### config.mk
export PLATFORM = sky130hd
export DESIGN_NAME = matrix_walk_ctrl
export DESIGN_NICKNAME = d
export VERILOG_FILES = /design/src/rtl/matrix_walk_ctrl.sv
export SDC_FILE = /design/constraint.sdc
export NUM_CORES = 1
export LEC_CHECK = 0
export CAP_MARGIN = 5
export CORE_ASPECT_RATIO = 1.25
export CORE_MARGIN = 5
export CORE_UTILIZATION = 44
export CTS_CLUSTER_DIAMETER = 30
export DETAILED_ROUTE_END_ITERATION = 7
export PLACE_DENSITY_LB_ADDON = 0.25
export SYNTH_ARGS = -nofsm -noshare
export SYNTH_HDL_FRONTEND = slang
export SYNTH_SLANG_ARGS = --single-unit
### constraint.sdc
create_clock -name clk -period 3.1 [get_ports clk]
set_clock_uncertainty 0.1 [all_clocks]
set_input_delay 0.775 -clock clk [delete_from_list [all_inputs] [get_ports clk]]
set_output_delay 0.775 -clock clk [all_outputs]
set_load 0.02 [all_outputs]
### src/rtl/matrix_walk_ctrl.sv
// matrix_walk_ctrl
//   Walks an rows x cols matrix stored column-major. It issues one read request
//   per element and counts outstanding reads against a fixed limit. It finishes
//   with a one-cycle done pulse once every response has returned.
//
// Ports
//   clk, rst                  : clock, asynchronous active-high reset
//   start                     : launch pulse, honoured only while idle
//   cfg_rows/cfg_cols/cfg_base: walk geometry and base byte address (latched on start)
//   busy, done                : walk in progress / one-cycle completion pulse
//   req_valid/req_ready       : read request handshake
//   req_addr/req_row/req_col  : request payload, held stable until accepted
//   req_last                  : payload is the final element of the walk
//   rsp_valid                 : one read response returned this cycle
//   err_unexp                 : sticky flag, a response arrived with nothing outstanding
module matrix_walk_ctrl #(
    parameter int ROW_WIDTH  = 5,
    parameter int COL_WIDTH  = 5,
    parameter int ADDR_WIDTH = 64,
    parameter int ELEM_BYTES = 4,
    parameter int MAX_OST    = 8
) (
    input  logic                  clk,
    input  logic                  rst,
    input  logic                  start,
    input  logic [ROW_WIDTH-1:0]  cfg_rows,
    input  logic [COL_WIDTH-1:0]  cfg_cols,
    input  logic [ADDR_WIDTH-1:0] cfg_base,
    output logic                  busy,
    output logic                  done,
    output logic                  req_valid,
    input  logic                  req_ready,
    output logic [ADDR_WIDTH-1:0] req_addr,
    output logic [ROW_WIDTH-1:0]  req_row,
    output logic [COL_WIDTH-1:0]  req_col,
    output logic                  req_last,
    input  logic                  rsp_valid,
    output logic                  err_unexp
);

    localparam int OST_WIDTH = $clog2(MAX_OST + 1);
    localparam logic [OST_WIDTH-1:0]  OST_LIMIT = OST_WIDTH'(MAX_OST);
    localparam logic [ADDR_WIDTH-1:0] ADDR_STEP = ADDR_WIDTH'(ELEM_BYTES);

    typedef enum logic [1:0] {
        IDLE  = 2'd0,
        RUN   = 2'd1,
        DRAIN = 2'd2,
        DONE  = 2'd3
    } state_t;

    state_t                state_reg, state_next;
    logic [ROW_WIDTH-1:0]  rows_reg, rows_next;
    logic [COL_WIDTH-1:0]  cols_reg, cols_next;
    logic [ADDR_WIDTH-1:0] base_reg, base_next;
    logic [ROW_WIDTH-1:0]  row_reg, row_next;
    logic [COL_WIDTH-1:0]  col_reg, col_next;
    logic [ADDR_WIDTH-1:0] addr_reg, addr_next;
    logic [OST_WIDTH-1:0]  ost_reg, ost_next;
    logic                  err_reg, err_next;

    logic row_at_end;
    logic col_at_end;
    logic accept;
    logic rsp_take;

    assign row_at_end = (row_reg == rows_reg - ROW_WIDTH'(1));
    assign col_at_end = (col_reg == cols_reg - COL_WIDTH'(1));

    // req_valid depends only on registered state, so the payload registers
    // (which only move on accept) stay stable under backpressure.
    assign req_valid = (state_reg == RUN) && (ost_reg < OST_LIMIT);
    assign req_last  = (state_reg == RUN) && row_at_end && col_at_end;
    assign accept    = req_valid && req_ready;
    // A response only retires a read if one is actually outstanding; a stray
    // response is flagged and otherwise discarded.
    assign rsp_take  = rsp_valid && (ost_reg != '0);

    assign busy      = (state_reg != IDLE);
    assign done      = (state_reg == DONE);
    assign req_addr  = addr_reg;
    assign req_row   = row_reg;
    assign req_col   = col_reg;
    assign err_unexp = err_reg;

    always_comb begin
        state_next = state_reg;
        rows_next  = rows_reg;
        cols_next  = cols_reg;
        base_next  = base_reg;
        row_next   = row_reg;
        col_next   = col_reg;
        addr_next  = addr_reg;
        ost_next   = ost_reg;
        err_next   = err_reg;

        if (rsp_valid && (ost_reg == '0)) begin
            err_next = 1'b1;
        end

        // Accept and retire in the same cycle cancel out.
        unique case ({accept, rsp_take})
            2'b10:   ost_next = ost_reg + OST_WIDTH'(1);
            2'b01:   ost_next = ost_reg - OST_WIDTH'(1);
            default: ost_next = ost_reg;
        endcase

        unique case (state_reg)
            IDLE: begin
                if (start) begin
                    rows_next  = cfg_rows;
                    cols_next  = cfg_cols;
                    base_next  = cfg_base;
                    row_next   = '0;
                    col_next   = '0;
                    addr_next  = cfg_base;
                    ost_next   = '0;
                    state_next = ((cfg_rows == '0) || (cfg_cols == '0)) ? DONE : RUN;
                end
            end
            RUN: begin
                if (accept) begin
                    // Running address sum replaces base + (col*rows+row)*ELEM_BYTES.
                    addr_next = addr_reg + ADDR_STEP;
                    if (row_at_end) begin
                        row_next = '0;
                        col_next = col_reg + COL_WIDTH'(1);
                    end else begin
                        row_next = row_reg + ROW_WIDTH'(1);
                    end
                    if (row_at_end && col_at_end) begin
                        state_next = DRAIN;
                    end
                end
            end
            DRAIN: begin
                // Looks at the updated count so a final response lands us in DONE next cycle.
                if (ost_next == '0) begin
                    state_next = DONE;
                end
            end
            DONE: begin
                state_next = IDLE;
            end
            default: begin
                state_next = IDLE;
            end
        endcase
    end

    always_ff @(posedge clk or posedge rst) begin
        if (rst) begin
            state_reg <= IDLE;
            rows_reg  <= '0;
            cols_reg  <= '0;
            base_reg  <= '0;
            row_reg   <= '0;
            col_reg   <= '0;
            addr_reg  <= '0;
            ost_reg   <= '0;
            err_reg   <= 1'b0;
        end else begin
            state_reg <= state_next;
            rows_reg  <= rows_next;
            cols_reg  <= cols_next;
            base_reg  <= base_next;
            row_reg   <= row_next;
            col_reg   <= col_next;
            addr_reg  <= addr_next;
            ost_reg   <= ost_next;
            err_reg   <= err_next;
        end
    end

endmodule

## Yosys cells after proc, flatten, opt, wreduce, memory -nomap -nowiden

Cells that the tools add are included.

| word-level totals | value |
|---|---|
| memory bits (writable) | 0 |
| bits in registers | 91 |
| bits in read-only memories | 0 |
| memories | 0 |
| bits in latches | 0 |
| input bits | 79 |
| output and inout bits | 79 |

| cells by class | value |
|---|---|
| $add $sub $neg | 7 |
| div/mod/pow operators | 0 |
| $lt $le $gt $ge | 1 |
| multiply operators | 0 |
| bitwise logic cells | 0 |
| shift operators | 0 |
| eq/ne operators | 12 |
| muxes and demuxes | 19 |
| reduce and logical (&&, ||, !) cells | 20 |

Operators by type and width:

| cell | count |
|---|---|
| 2-to-1 mux 64 bit | 2 |
| one-hot mux 64 bit (2 select lines) | 1 |
| adder 64 x 3 -> 64 bit (second input constant) | 1 |
| 2-to-1 mux 5 bit | 5 |
| one-hot mux 5 bit (2 select lines) | 2 |
| adder 5 x 1 -> 5 bit (second input constant) | 2 |
| equality test 5 bit | 2 |
| logical NOT 5 bit | 2 |
| 2-to-1 mux 2 bit | 5 |
| subtractor 5 x 1 -> 5 bit (second input constant) | 2 |
| logical NOT 4 bit | 2 |
| 2-to-1 mux 4 bit | 2 |
| != test 2 bit (second input constant) | 4 |
| one-hot mux 2 bit (4 select lines) | 1 |
| one-hot mux 4 bit (2 select lines) | 1 |
| AND reduction 4 bit | 2 |
| logical AND 1 bit | 7 |
| equality test 2 bit (second input constant) | 3 |
| adder 4 x 1 -> 4 bit (second input constant) | 1 |
| equality test 2 x 1 -> 1 bit (second input constant) | 2 |
| less-than comparator 4 bit (second input constant) | 1 |
| nonzero test 2 bit | 2 |
| nonzero test 4 bit | 1 |
| subtractor 4 x 1 -> 4 bit (second input constant) | 1 |
| other kinds (5) | 5 |

## Depth between registers and ports, before layout

| depth | value |
|---|---|
| depth after elaboration | 8 |
| depth in mapped cells | 13 |
| depth with buffers taken out | 12 |

## Worst setup path after synthesis

Ideal clock, no wire load.

| timing | value |
|---|---|
| kind | input -> register |
| start | in req_ready |
| end | reg state_reg[1] |
| data required time | 2921 ps |
| stages on the path | 8 |
| slack | 40 ps |
| setup time | 79 ps |
| path buffers | 0 |
| data arrival time | 2880 ps |
| path through | nand3b_1 > ha_1 > or3b_2 > a2111o_1 > a221oi_1 > nor3b_1 > o211a_1 > mux2i_1 |

| on the way | value |
|---|---|
| longest elaborated chain between the ends | 6 |
| elaborated cells between the ends (all ways) | 8 |
| those cells by class | eq/ne: 4; mux: 1; reduce/logical: 3 |

Ends and longest elaborated chain:

| what | line | source |
|---|---|---|
| start: declaration | 32 | `input logic req_ready,` |
| logical AND 1 bit * | 74 | `assign accept = req_valid && req_ready;` |
| equality test 2 x 1 -> 1 bit / equality test 2 bit (equally long branches) | 102 | `unique case ({accept, rsp_take})` |
| one-hot mux 4 bit (2 select lines) | 102 |  |
| logical NOT 4 bit | 138 | `if (ost_next == '0) begin` |
| != test 2 bit (no line) | - |  |
| AND reduction 4 bit (no line) * | - |  |
| end signal: assignment | 163 | `state_reg <= state_next;` |
| end: declaration | 52 | `state_t state_reg, state_next;` |

Every way passes the cells marked *; elsewhere a longest branch is shown, timed or not.
A chain may end at the register's enable or synchronous reset.

## Final worst setup path

| timing | value |
|---|---|
| start | reg state_reg[1] |
| end | out req_valid |

| on the way | value |
|---|---|
| longest elaborated chain between the ends | 2 |

Ends and longest elaborated chain:

| what | line | source |
|---|---|---|
| equality test 2 x 1 -> 1 bit | 72 | `assign req_valid = (state_reg == RUN) && (ost_reg < OST_LIMIT);` |
| logical AND 1 bit | 72 |  |
| end: declaration | 31 | `output logic req_valid,` |

No other way between the ends.

==> reports/qor.yml <==
grt_pass1_wl_um: 29240
path_delay_family: "buffers and inverters"
maxSlewViolCount: 0
critPathSlowestCell: "clkdlybuf4s50_1"
layout.nets: 920
synth_area_leaders: "dfrtp_1, a21oi_1, nand2_1, o22ai_1, mux2i_1"
yosysSeqAreaShare_pct: 39.72
drt_iter0_drc: 437
antenna_found_initial: 0
place_hpwl_um: 13100
die_height_um: 137.6
synth_xor_area_share_pct: 3.296
synth_simple_gate_area_share_pct: 21.72
area_growth_pct: 41.62
grt-ovfl-total: 0
root_buffer: "clkbuf_16"
final_layout_size_suffix_gt1_share_pct: 10.56
largest_register_ffs: 64
cts_buffer_depth: 2
critPathArrivalTime_ps: 2120
max_slew_margin_pct: 26.31
avgSynthCellArea_um2: 8.621
start_util_pct: 45.07
drc: 0
synth_cell_types: 58
status: "completed"
grtUsageTotal_pct: 22.93
syn_inst: 665
drt-total-wl_um: 18210
hold_viol_final: 0
via_per_inst: 5.942
ys_warn_count: 0
synth-compound-area-share_pct: 22.63
max_cap_viol_count: 0
synthMuxAreaShare_pct: 5.805
synth_edf_count: 0
min-delay-path-class: "register to register"
die_w_um: 112.1
gp_congestion: 0.8661
drt_pass1_iterations: 5
fillCellCount: 1079
synth_most_common_cell: "dfrtp_1"
p_leak_uw: 0.003299
synth-seq-cells: 91
cp.required_ps: 2220
cts-htree-levels: 3
power.density_nw_per_um2: 1132
cts_inserted_buffers: 9
dp_cells: 981
crit_path_frequent_cell: "inv_1"
syn-cell-area_um2: 5733
dp_slack_ps: -608.8
worst_pin_slew_ps: 1105
synth_top_area_cell: "dfrtp_1"
ios: 158
fp.coreArea_um2: 12720
cp-start-kind: "register"
crit_path_max_incr_delay_ps: 610
critical_path_class: "register to output pin"
end_kind: "output pin"
vias: 5948
fmax_mhz: 334.3
synth_ff_type: "dfrtp_1"
rows: 46
yosys.area_share.adder_pct: 2.837
clk_latency_ps: 340
holdBufCountCts: 0
die_area_um2: 15430
ys_async_sr_fraction_pct: 100.0
io_buffers: 157
fin_crit_ps: 2991
path_clk_slew_ps: 60
grt_max_degree: 113
setup_viol: 0
cts_sinks: 91
synth.top_cells.by_count: "dfrtp_1, a21oi_1, nand2_1"
period_share_pct: 96.50
setup_ws_ps: 108.5
grt_pass1_vias: 5855
ir_drop_mv: 0.9386
cp_max_fo: 17
final_cells: 1001
synth_top_family_by_area: "compound AO/OA/AOI/OAI gates"
synth_top_cell_area_share_pct: 39.72
cp_num_buf_inv: 4
synthesis.nets: 757
path_cells: "inv_1 > ha_4 > inv_1 > buf_4 > nor2_1 > clkdlybuf4s50_1"
tritoncts: "built"
final_antenna_net_count: 0
diodes: 0
routedWlPerCell_um: 18.20
[logic make-up (layout without fill, tap and decap cells)]
kind of cell    count (synthesis)  in the layout
simple gates                  242            242
compound gates                209            209
flops                          91             91
buf+inv                        58            226
mux                            32             32
xor+xnor                       20             20
fa+ha+maj                      13             13
[worst register-to-register path, delay by kind of cell, from the launching register on]
| kind | cells | cell delay, ps |
|---|---|---|
| AO/OA/AOI/OAI | 3 | 580 |
| XOR/XNOR | 2 | 310 |
| adder cells (fa/ha/maj) | 2 | 370 |
| buffers and inverters | 1 | 140 |
| flip-flops | 1 | 450 |
| multiplexers | 1 | 260 |
| AND/OR/NAND/NOR | 3 | 620 |
[cells in the final DEF (no fill, tap or decap), types with 11 or more instances in the layout]
| cell | instances |
|---|---|
| a21oi_1 | 83 |
| and3_1 | 22 |
| buf_4 | 36 |
| clkdlybuf4s50_1 | 154 |
| dfrtp_1 | 91 |
| inv_1 | 13 |
| mux2i_1 | 22 |
| nand2_1 | 68 |
| nand3_1 | 30 |
| nand4_1 | 25 |
| nor2_1 | 33 |
| nor3_1 | 20 |
| o21ai_0 | 29 |
| o22ai_1 | 39 |
| xor2_1 | 11 |
[per-stage QoR]
stage / TNS, ps / total power, µW / area [µm²] / util (%) / hold slack [ps]
finish: 0 / 9191 / 8119 / 63.83 / 365.6
detailed placement: -1577 / 7747 / 7671 / 60.31 / 354.9
CTS: 0 / 9146 / 8080 / 63.53 / 369.3
floorplan: 0 / 5647 / 5737 / - / 399.5
global placement: -1255 / 7540 / 7671 / 60.31 / 345.5
global route: -106.8 / 9813 / 8119 / 63.83 / 381.8
[per-layer routing]
layer	vias up	routed length, µm	track usage, %
li1	2820	-	-
met1	2876	7220	26.89
met2	226	9467	42.25
met3	26	1228	5.141
met4	0	297	6.079
met5	-	0	0
[worst paths after layout]
kind	startpoint	endpoint	slack, ps	depth (start not counted)
max	state_reg[1]	req_valid	110	6
min	err_unexp	err_unexp	370	1
max reg2reg	ost_reg[0]	state_reg[0]	140	12
min reg2reg	err_unexp	err_unexp	370	1
max in group asynchronous	rst	cols_reg[4]	1590	3
min in group asynchronous	rst	req_addr[17]	650	2
[layout make-up]
cell class / count / area (µm²) / area share (%)
Clock buffer: 11 / 242.7 / 2.990
Sequential cell: 91 / 2277 / 28.05
Inverter: 14 / 56.30 / 0.6935
Multi-Input combinational cell: 516 / 3331 / 41.02
Timing Repair Buffer: 196 / 1902 / 23.42
Tap cell: 168 / 210.2 / 2.589
Clock inverter: 5 / 100.1 / 1.233
[where the power goes]
group	leakage [µW]	internal [µW]	switching (µW)
Combinational	0.00206	2470	2890
Clock	0.000169	808	475
Sequential	0.00107	1780	766
Total	0.00330	5060	4130
[timing repair]
item	in CTS	in global routing
gates resized for setup	14	7
endpoints found under the setup margin	3	3
pin swaps	4	5
buffers inserted	4	0
gates cloned	0	0
No activity file was read; power rests on OpenSTA's default activity.
